[config.mk]
export PLATFORM = sky130hd
export DESIGN_NAME = register_seq_ext_flat
export DESIGN_NICKNAME = d
export VERILOG_FILES = /design/src/rtl/register_seq_pkg.sv /design/src/rtl/register_seq_ext_if.sv /design/src/rtl/register_seq_ext_shift_step.sv /design/src/rtl/register_seq_ext.sv /design/src/flat_wrapper.sv
export SDC_FILE = /design/constraint.sdc
export NUM_CORES = 1
export LEC_CHECK = 0
export ABC_AREA = 1
export CELL_PAD_IN_SITES_DETAIL_PLACEMENT = 1
export CELL_PAD_IN_SITES_GLOBAL_PLACEMENT = 2
export CORE_ASPECT_RATIO = 0.8
export CORE_UTILIZATION = 31
export CTS_BUF_LIST = sky130_fd_sc_hd__clkbuf_4 sky130_fd_sc_hd__clkbuf_8
export DETAILED_ROUTE_END_ITERATION = 7
export GPL_TIMING_DRIVEN = 0
export PLACE_DENSITY_LB_ADDON = 0.1
export SYNTH_ARGS = -nofsm -noshare
export SYNTH_HDL_FRONTEND = slang
export SYNTH_HIERARCHICAL = 1
export SYNTH_SLANG_ARGS = --single-unit
export TNS_END_PERCENT = 100
[constraint.sdc]
create_clock -name clk -period 4.7 [get_ports clk]
set_clock_uncertainty 0.15 [all_clocks]
set_input_delay 0.94 -clock clk [delete_from_list [all_inputs] [get_ports clk]]
set_output_delay 0.94 -clock clk [all_outputs]
set_load 0.1 [all_outputs]
[src/rtl/register_seq_pkg.sv]
// rtl/register_seq_pkg.sv - opcodes, FSM states and one-bit shift rule for register_seq_ext
package register_seq_pkg;

    localparam logic [3:0] OP_NOP = 4'd0;
    localparam logic [3:0] OP_CLR = 4'd1;
    localparam logic [3:0] OP_LD  = 4'd2;
    localparam logic [3:0] OP_INC = 4'd3;
    localparam logic [3:0] OP_DEC = 4'd4;
    localparam logic [3:0] OP_SHR = 4'd5;
    localparam logic [3:0] OP_SHL = 4'd6;
    localparam logic [3:0] OP_ROR = 4'd7;
    localparam logic [3:0] OP_ROL = 4'd8;
    localparam logic [3:0] OP_ASR = 4'd9;

    typedef enum logic {
        ST_IDLE  = 1'b0,
        ST_SHIFT = 1'b1
    } state_t;

    typedef struct packed {
        logic right;
        logic in_bit;
        logic out_bit;
    } step_bits_t;

    // Width-independent: only the end bits of the register decide direction, entry and exit bit.
    function automatic step_bits_t shift_bits(input logic [3:0] op, input logic lsb,
                                              input logic msb, input logic fill);
        step_bits_t b;
        b.right   = 1'b0;
        b.in_bit  = fill;
        b.out_bit = msb;
        case (op)
            OP_SHR: begin b.right = 1'b1; b.in_bit = fill; b.out_bit = lsb; end
            OP_ROR: begin b.right = 1'b1; b.in_bit = lsb;  b.out_bit = lsb; end
            OP_ASR: begin b.right = 1'b1; b.in_bit = msb;  b.out_bit = lsb; end
            OP_ROL: begin b.right = 1'b0; b.in_bit = msb;  b.out_bit = msb; end
            default: begin b.right = 1'b0; b.in_bit = fill; b.out_bit = msb; end
        endcase
        return b;
    endfunction

endpackage

[src/rtl/register_seq_ext_if.sv]
// rtl/register_seq_ext_if.sv - op request and register status bundle for register_seq_ext
interface register_seq_ext_if #(
    parameter int DATA_WIDTH = 16,
    parameter int AW         = $clog2(DATA_WIDTH + 1)
);
    logic                  op_valid;
    logic                  op_ready;
    logic [3:0]            op;
    logic [DATA_WIDTH-1:0] in;
    logic [AW-1:0]         amount;
    logic                  fill;
    logic                  abort;
    logic [DATA_WIDTH-1:0] out;
    logic                  carry;
    logic                  zero;
    logic                  busy;
    logic                  done;

    modport master (
        output op_valid, op, in, amount, fill, abort,
        input  op_ready, out, carry, zero, busy, done
    );

    modport slave (
        input  op_valid, op, in, amount, fill, abort,
        output op_ready, out, carry, zero, busy, done
    );
endinterface

[src/rtl/register_seq_ext_shift_step.sv]
// rtl/register_seq_ext_shift_step.sv - combinational single-bit shifter used on every SHIFT cycle
import register_seq_pkg::*;

module shift_step #(
    parameter int W = 16
) (
    input  logic [W-1:0] value_i,
    input  logic [3:0]   mode_i,
    input  logic         fill_i,
    output logic [W-1:0] value_o,
    output logic         carry_o
);
    step_bits_t b;

    always_comb begin
        b       = shift_bits(mode_i, value_i[0], value_i[W-1], fill_i);
        value_o = b.right ? {b.in_bit, value_i[W-1:1]} : {value_i[W-2:0], b.in_bit};
        carry_o = b.out_bit;
    end
endmodule

[src/rtl/register_seq_ext.sv]
// rtl/register_seq_ext.sv - datapath register with handshaked opcodes and serial shift/rotate FSM
import register_seq_pkg::*;

module register_seq_ext #(
    parameter int DATA_WIDTH = 16,
    parameter int SATURATE   = 0
) (
    input  logic              clk,
    input  logic              rst_n,
    register_seq_ext_if.slave bus
);
    localparam int AW = $clog2(DATA_WIDTH + 1);
    localparam logic [AW-1:0]         DW_AW   = AW'(DATA_WIDTH);
    localparam logic [AW-1:0]         ONE_AW  = AW'(1);
    localparam logic [DATA_WIDTH-1:0] MAX_VAL = {DATA_WIDTH{1'b1}};

    state_t                state_q, state_d;
    logic [DATA_WIDTH-1:0] out_q, out_d;
    logic                  carry_q, carry_d;
    logic                  done_q, done_d;
    logic [AW-1:0]         cnt_q, cnt_d;
    logic [3:0]            sop_q, sop_d;
    logic                  fill_q, fill_d;

    logic [AW-1:0]         amt;
    logic [DATA_WIDTH-1:0] step_val;
    logic                  step_carry;

    shift_step #(.W(DATA_WIDTH)) u_step (
        .value_i (out_q),
        .mode_i  (sop_q),
        .fill_i  (fill_q),
        .value_o (step_val),
        .carry_o (step_carry)
    );

    always_comb begin
        state_d = state_q;
        out_d   = out_q;
        carry_d = carry_q;
        done_d  = 1'b0;
        cnt_d   = cnt_q;
        sop_d   = sop_q;
        fill_d  = fill_q;
        amt     = (bus.amount > DW_AW) ? DW_AW : bus.amount;

        case (state_q)
            ST_IDLE: begin
                if (bus.op_valid) begin
                    done_d = 1'b1;
                    case (bus.op)
                        OP_CLR: begin out_d = '0; carry_d = 1'b0; end
                        OP_LD:  out_d = bus.in;
                        OP_INC: begin
                            carry_d = (out_q == MAX_VAL);
                            if (out_q == MAX_VAL) out_d = (SATURATE != 0) ? MAX_VAL : '0;
                            else                  out_d = out_q + 1'b1;
                        end
                        OP_DEC: begin
                            carry_d = (out_q == '0);
                            if (out_q == '0) out_d = (SATURATE != 0) ? '0 : MAX_VAL;
                            else             out_d = out_q - 1'b1;
                        end
                        OP_SHR, OP_SHL, OP_ROR, OP_ROL, OP_ASR: begin
                            // A zero-length shift completes like a single-cycle op.
                            if (amt != '0) begin
                                done_d  = 1'b0;
                                state_d = ST_SHIFT;
                                cnt_d   = amt;
                                sop_d   = bus.op;
                                fill_d  = bus.fill;
                            end
                        end
                        default: ;
                    endcase
                end
            end
            ST_SHIFT: begin
                if (bus.abort) begin
                    state_d = ST_IDLE;
                end else begin
                    out_d   = step_val;
                    carry_d = step_carry;
                    cnt_d   = cnt_q - ONE_AW;
                    if (cnt_q == ONE_AW) begin
                        state_d = ST_IDLE;
                        done_d  = 1'b1;
                    end
                end
            end
            default: state_d = ST_IDLE;
        endcase
    end

    always_ff @(posedge clk or negedge rst_n) begin
        if (!rst_n) begin
            state_q <= ST_IDLE;
            out_q   <= '0;
            carry_q <= 1'b0;
            done_q  <= 1'b0;
            cnt_q   <= '0;
            sop_q   <= OP_NOP;
            fill_q  <= 1'b0;
        end else begin
            state_q <= state_d;
            out_q   <= out_d;
            carry_q <= carry_d;
            done_q  <= done_d;
            cnt_q   <= cnt_d;
            sop_q   <= sop_d;
            fill_q  <= fill_d;
        end
    end

    assign bus.op_ready = (state_q == ST_IDLE);
    assign bus.busy     = (state_q == ST_SHIFT);
    assign bus.out      = out_q;
    assign bus.carry    = carry_q;
    assign bus.zero     = (out_q == '0);
    assign bus.done     = done_q;
endmodule

[src/flat_wrapper.sv]
// flat-port wrapper written by rule: the top's interface ports become plain ports
module register_seq_ext_flat import register_seq_pkg::*;
#(
    parameter int DATA_WIDTH = 16,
    parameter int SATURATE   = 0
)
  (clk, rst_n, bus_op_valid, bus_op, bus_in, bus_amount, bus_fill, bus_abort, bus_op_ready, bus_out, bus_carry, bus_zero, bus_busy, bus_done);
  register_seq_ext_if #(.DATA_WIDTH(DATA_WIDTH)) bus_i ();
  input  logic clk;
  input  logic rst_n;
  input wire logic [$bits(bus_i.op_valid)-1:0] bus_op_valid;
  input wire logic [$bits(bus_i.op)-1:0] bus_op;
  input wire logic [$bits(bus_i.in)-1:0] bus_in;
  input wire logic [$bits(bus_i.amount)-1:0] bus_amount;
  input wire logic [$bits(bus_i.fill)-1:0] bus_fill;
  input wire logic [$bits(bus_i.abort)-1:0] bus_abort;
  output wire logic [$bits(bus_i.op_ready)-1:0] bus_op_ready;
  output wire logic [$bits(bus_i.out)-1:0] bus_out;
  output wire logic [$bits(bus_i.carry)-1:0] bus_carry;
  output wire logic [$bits(bus_i.zero)-1:0] bus_zero;
  output wire logic [$bits(bus_i.busy)-1:0] bus_busy;
  output wire logic [$bits(bus_i.done)-1:0] bus_done;
  assign bus_i.op_valid = bus_op_valid;
  assign bus_i.op = bus_op;
  assign bus_i.in = bus_in;
  assign bus_i.amount = bus_amount;
  assign bus_i.fill = bus_fill;
  assign bus_i.abort = bus_abort;
  assign bus_op_ready = bus_i.op_ready;
  assign bus_out = bus_i.out;
  assign bus_carry = bus_i.carry;
  assign bus_zero = bus_i.zero;
  assign bus_busy = bus_i.busy;
  assign bus_done = bus_i.done;
  register_seq_ext #(.DATA_WIDTH(DATA_WIDTH), .SATURATE(SATURATE)) u_core (.clk(clk), .rst_n(rst_n), .bus(bus_i));
endmodule
# == After elaboration in Yosys (flattened, before gate mapping) ==
# Index checks and enable logic that the tools add are counted.
# classes
muxes,30
eq_ne,21
order_cmp,1
reduce_logical,7
add_sub_neg,3
bitwise,1
# ops
operator,count
16-bit two-way mux,5
16-bit one-hot mux with 4 select lines,1
16-bit one-hot mux with 2 select lines,1
5-bit two-way mux,5
4-bit by 3-bit equality test with 1-bit output (second input constant),6
16-bit by 1-bit adder with 16-bit output (second input constant),1
16-bit equality test (second input constant),1
4-bit equality test (second input constant),4
16-bit logical NOT,1
16-bit by 1-bit subtractor with 16-bit output (second input constant),1
1-bit two-way mux,12
3-bit one-hot mux with 4 select lines,1
5-bit one-hot mux with 2 select lines,1
4-bit by 2-bit equality test with 1-bit output (second input constant),2
4-bit AND reduction,2
1-bit one-hot mux with 2 select lines,3
3-bit AND reduction,2
5-bit by 1-bit equality test with 1-bit output (second input constant),1
5-bit greater-than comparator (second input constant),1
5-bit by 1-bit != test with 1-bit output (second input constant),1
5-bit nonzero test,1
5-bit OR reduction,1
5-bit by 1-bit subtractor with 5-bit output (second input constant),1
4-bit by 1-bit equality test with 1-bit output (second input constant),1
other kinds (5),7
# totals
output_inout_bits,21
in_bits,30
elab_cells,70
regBits,29

# == Depth between registers and ports, before layout ==
# depth
ltp_word,7
depth_mapped,12

# == Cells and area by module ==
# Netlist, hierarchy kept.
# by_module_without_submodules
module,cells_each,area_per_inst_um2,instances,seq_area_each_um2
register_seq_ext,450,2790.2,1,725.7
shift_step,78,346.6,1,0.0

# == Worst setup path after synthesis ==
# OpenSTA, ideal clock, no wires.
# synth_timing
kind,register -> output
from,"register u_core.out_q[0], in the netlist u_core/bus.out[0]"
to,output port bus_zero
t_arrival_ps,4274
required_time_ps,3610
slack_ps,-664
path_stages_with_launch,5
path_buffers,0
cell_sequence,dfrtp_1 inv_1 ha_1 nand2_1 nor4_1
# synth_via
elab_chain_len,1
# synth_lines
item,line_no,rtl
from (decl),register_seq_ext.sv:18,"logic [DATA_WIDTH-1:0] out_q, out_d;"
from (signal assigned),register_seq_ext.sv:106,out_q <= out_d;
16-bit logical NOT,register_seq_ext.sv:119,assign bus.zero = (out_q == '0);
to (decl),flat_wrapper.sv:20,output wire logic [$bits(bus_i.zero)-1:0] bus_zero;
# No other way between the ends.

# == Worst setup path after layout ==
# Same ends and word-level chain as after synthesis.

==> results.sh <==
export IMPL_cts_root_buf="clkbuf_8"
export IMPL_finalHoldViolCount=0
export IMPL_status="complete, no violations"
export IMPL_power_density_nw_per_um2=663
export IMPL_ys_warn_count=6
export IMPL_cp_required_ns=3.61
export IMPL_grt_pass1_wl_mm=19.3
export IMPL_dieHeight_um=92.0
export IMPL_clk_path_buf_depth=2
export IMPL_synthDistinctLibCells=38
export IMPL_dp_slack_ns=1.14
export IMPL_numCtsBuffers=5
export IMPL_port_buffers=50
export IMPL_grt_overflow=0
export IMPL_cap_violations=0
export IMPL_antenna_found_initial=0
export IMPL_h_tree_depth=2
export IMPL_min_path_type="register to register"
export IMPL_wl_per_cell_um=16.8
export IMPL_syn_to_final_growth_pct=24.3
export IMPL_drc=0
export IMPL_end_kind="output pin"
export IMPL_io_pins=51
export IMPL_start_util=0.322
export IMPL_cts_resized=0
export IMPL_drtPass1Iterations=5
export IMPL_hpwl_mm=9.41
export IMPL_hold_buffers=0
export IMPL_synth_cells=528
export IMPL_final_cells=722
export IMPL_stdcell_area_um2=3900
export IMPL_period_share=0.823
export IMPL_busiest_layer="met2"
export IMPL_grt_usage=0.243
export IMPL_grt_pass1_vias=3604
export IMPL_grt_max_degree=30
export IMPL_clk_latency_ns=0.30
export IMPL_layout_min_cycle_time_ns=3.87
export IMPL_p_leak_nw=1.85
export IMPL_synth_nets=563
export IMPL_start_kind="register"
export IMPL_core_area_um2=9730
export IMPL_fin_nets=620
export IMPL_rows=32
export IMPL_met1_usage=0.353
export IMPL_layout_drive_gt1_share=0.118
export IMPL_num_fill_cells=1329
export IMPL_drt_iter0_drc=150
export IMPL_crit_arrival_ns=2.78
export IMPL_finalMaxSlewViolations=0
export IMPL_slew_headroom=0.329
export IMPL_seq_area_frac_synth=0.231
export IMPL_post_place_cells=714
export IMPL_cts_sinks=29
export IMPL_grt_util_met3=0.0423
export IMPL_fmax_mhz=258
export IMPL_worst_pin_slew_ns=1.00
export IMPL_routed_via_count=3662
export IMPL_crit_fanout=7
export IMPL_tns_ns=0
export IMPL_synth_area_um2=3140
export IMPL_met2_usage=0.372
export IMPL_fin_ws_ns=0.831
export IMPL_ir_drop_uv=412
export IMPL_grt_setup_unrepaired="false"
export IMPL_cts_setup_buffers=0
export IMPL_cts_clk_slew_worst_paths_ns=0.07
export IMPL_die_area_um2=10500
export IMPL_placed_area_um2=3810
export IMPL_whs_ns=0.364
export IMPL_syn_avg_cell_area_um2=5.94
export IMPL_ys_seq_elements=29
export IMPL_dieWidth_um=114
export IMPL_cts_tree="yes"
export IMPL_setup_violations=0
export IMPL_wl_mm=12.1
export IMPL_antenna_cells=0
export IMPL_antenna_left=0
export IMPL_via_per_inst=5.07
export IMPL_gp_congestion=0.814
export IMPL_worstSetupPathType="register to output pin"
## flip-flops by register name, summed over array words and instances, names as in the netlist
signal / flops
u_core/cnt_q: 5
u_core/bus.busy: 1
u_core/bus.done: 1
u_core/bus.carry: 1
u_core/bus.out: 16
u_core/sop_q: 4
u_core/fill_q: 1
## cells in the mapped netlist, drive strengths merged
master / count / area share
or2: 2 / 0.0040
o21a: 2 / 0.0048
a22oi: 2 / 0.0048
a31oi: 2 / 0.0040
nor2: 70 / 0.11
clkbuf: 1 / 0.0012
nand4: 14 / 0.028
o211ai: 1 / 0.0024
nor4: 1 / 0.0020
nor3b: 1 / 0.0024
dfrtp: 29 / 0.23
and2: 1 / 0.0020
o22ai: 3 / 0.0060
xor2: 7 / 0.020
inv: 54 / 0.065
o31ai: 1 / 0.0024
a21oi: 29 / 0.046
buf: 22 / 0.048
ha: 5 / 0.020
nand3: 55 / 0.097
nand3b: 2 / 0.0048
o21ai: 24 / 0.047
nand2: 197 / 0.24
nor3: 2 / 0.0032
xnor2: 1 / 0.0028
## per-stage QoR
stage                     total power [mW]  utilization
after CTS                             2.60        0.401
after floorplan                       1.84            -
after global placement                2.33        0.392
final                                 2.59        0.401
after global routing                  2.77        0.401
after detailed placement              2.35        0.391
## metal layers
layer	vias to the layer above	part of all wire
met3	12	0.046
met4	0	0.011
met5	-	0
li1	1800	-
met1	1767	0.53
met2	83	0.42
## worst paths after layout
check	end	slack (ns)	depth (start not counted)	startpoint
hold reg to reg	u_core/bus.carry$_DFFE_PN0P_	0.36	2	u_core/bus.carry$_DFFE_PN0P_
setup / recovery	bus_zero	0.83	5	u_core/bus.out[0]$_DFFE_PN0P_
hold / removal	u_core/bus.carry$_DFFE_PN0P_	0.36	2	u_core/bus.carry$_DFFE_PN0P_
setup reg to reg	u_core/bus.out[12]$_DFFE_PN0P_	2.49	10	u_core/bus.out[0]$_DFFE_PN0P_
max in group asynchronous	u_core/cnt_q[2]$_DFFE_PN0P_	3.38	1	rst_n
min in group asynchronous	u_core/sop_q[3]$_DFFE_PN0P_	0.55	1	rst_n
## power by group
part	internal [mW]	switching (mW)
clock	0.122	0.106
sequential	0.354	0.191
combinational	0.488	1.33
## final cells by class
| type | instances | area, um^2 | share of cell area |
|---|---|---|---|
| Buffer | 23 | 155 | 0.0398 |
| Clock buffer | 8 | 91.3 | 0.0234 |
| Inverter | 54 | 205 | 0.0526 |
| Multi-Input combinational cell | 422 | 2060 | 0.527 |
| Sequential cell | 29 | 726 | 0.186 |
| Tap cell | 136 | 170 | 0.0436 |
| Timing Repair Buffer | 50 | 495 | 0.127 |
## kinds of logic after synthesis
logic type,synth area share
buf+inv,0.115
xor+xnor,0.0223
fa+ha+maj,0.0199
compound gates,0.117
flops,0.231
simple gates,0.494
## critical path, cell delays in order (launching register included)
cell and delay (ns):
dfrtp_1 0.51, inv_1 0.25, ha_1 0.18, nand2_1 0.11, nor4_2 0.27, clkdlybuf4s50_1 1.17
## cell usage in the layout (no fill, tap or decap), drive strengths merged
master           n
nand2          197
nor2            70
nand3           55
inv             54
clkdlybuf4s50   49
a21oi           29
dfrtp           29
o21ai           24
buf             23
nand4           14
clkbuf           9
xor2             7
ha               5
o22ai            3
or2              2
nor3             2
o21a             2
nand3b           2
a22oi            2
a31oi            2
nor4             1
nor3b            1
xnor2            1
and2             1
o31ai            1
o211ai           1
No activity file was read; power rests on OpenSTA's default activity.
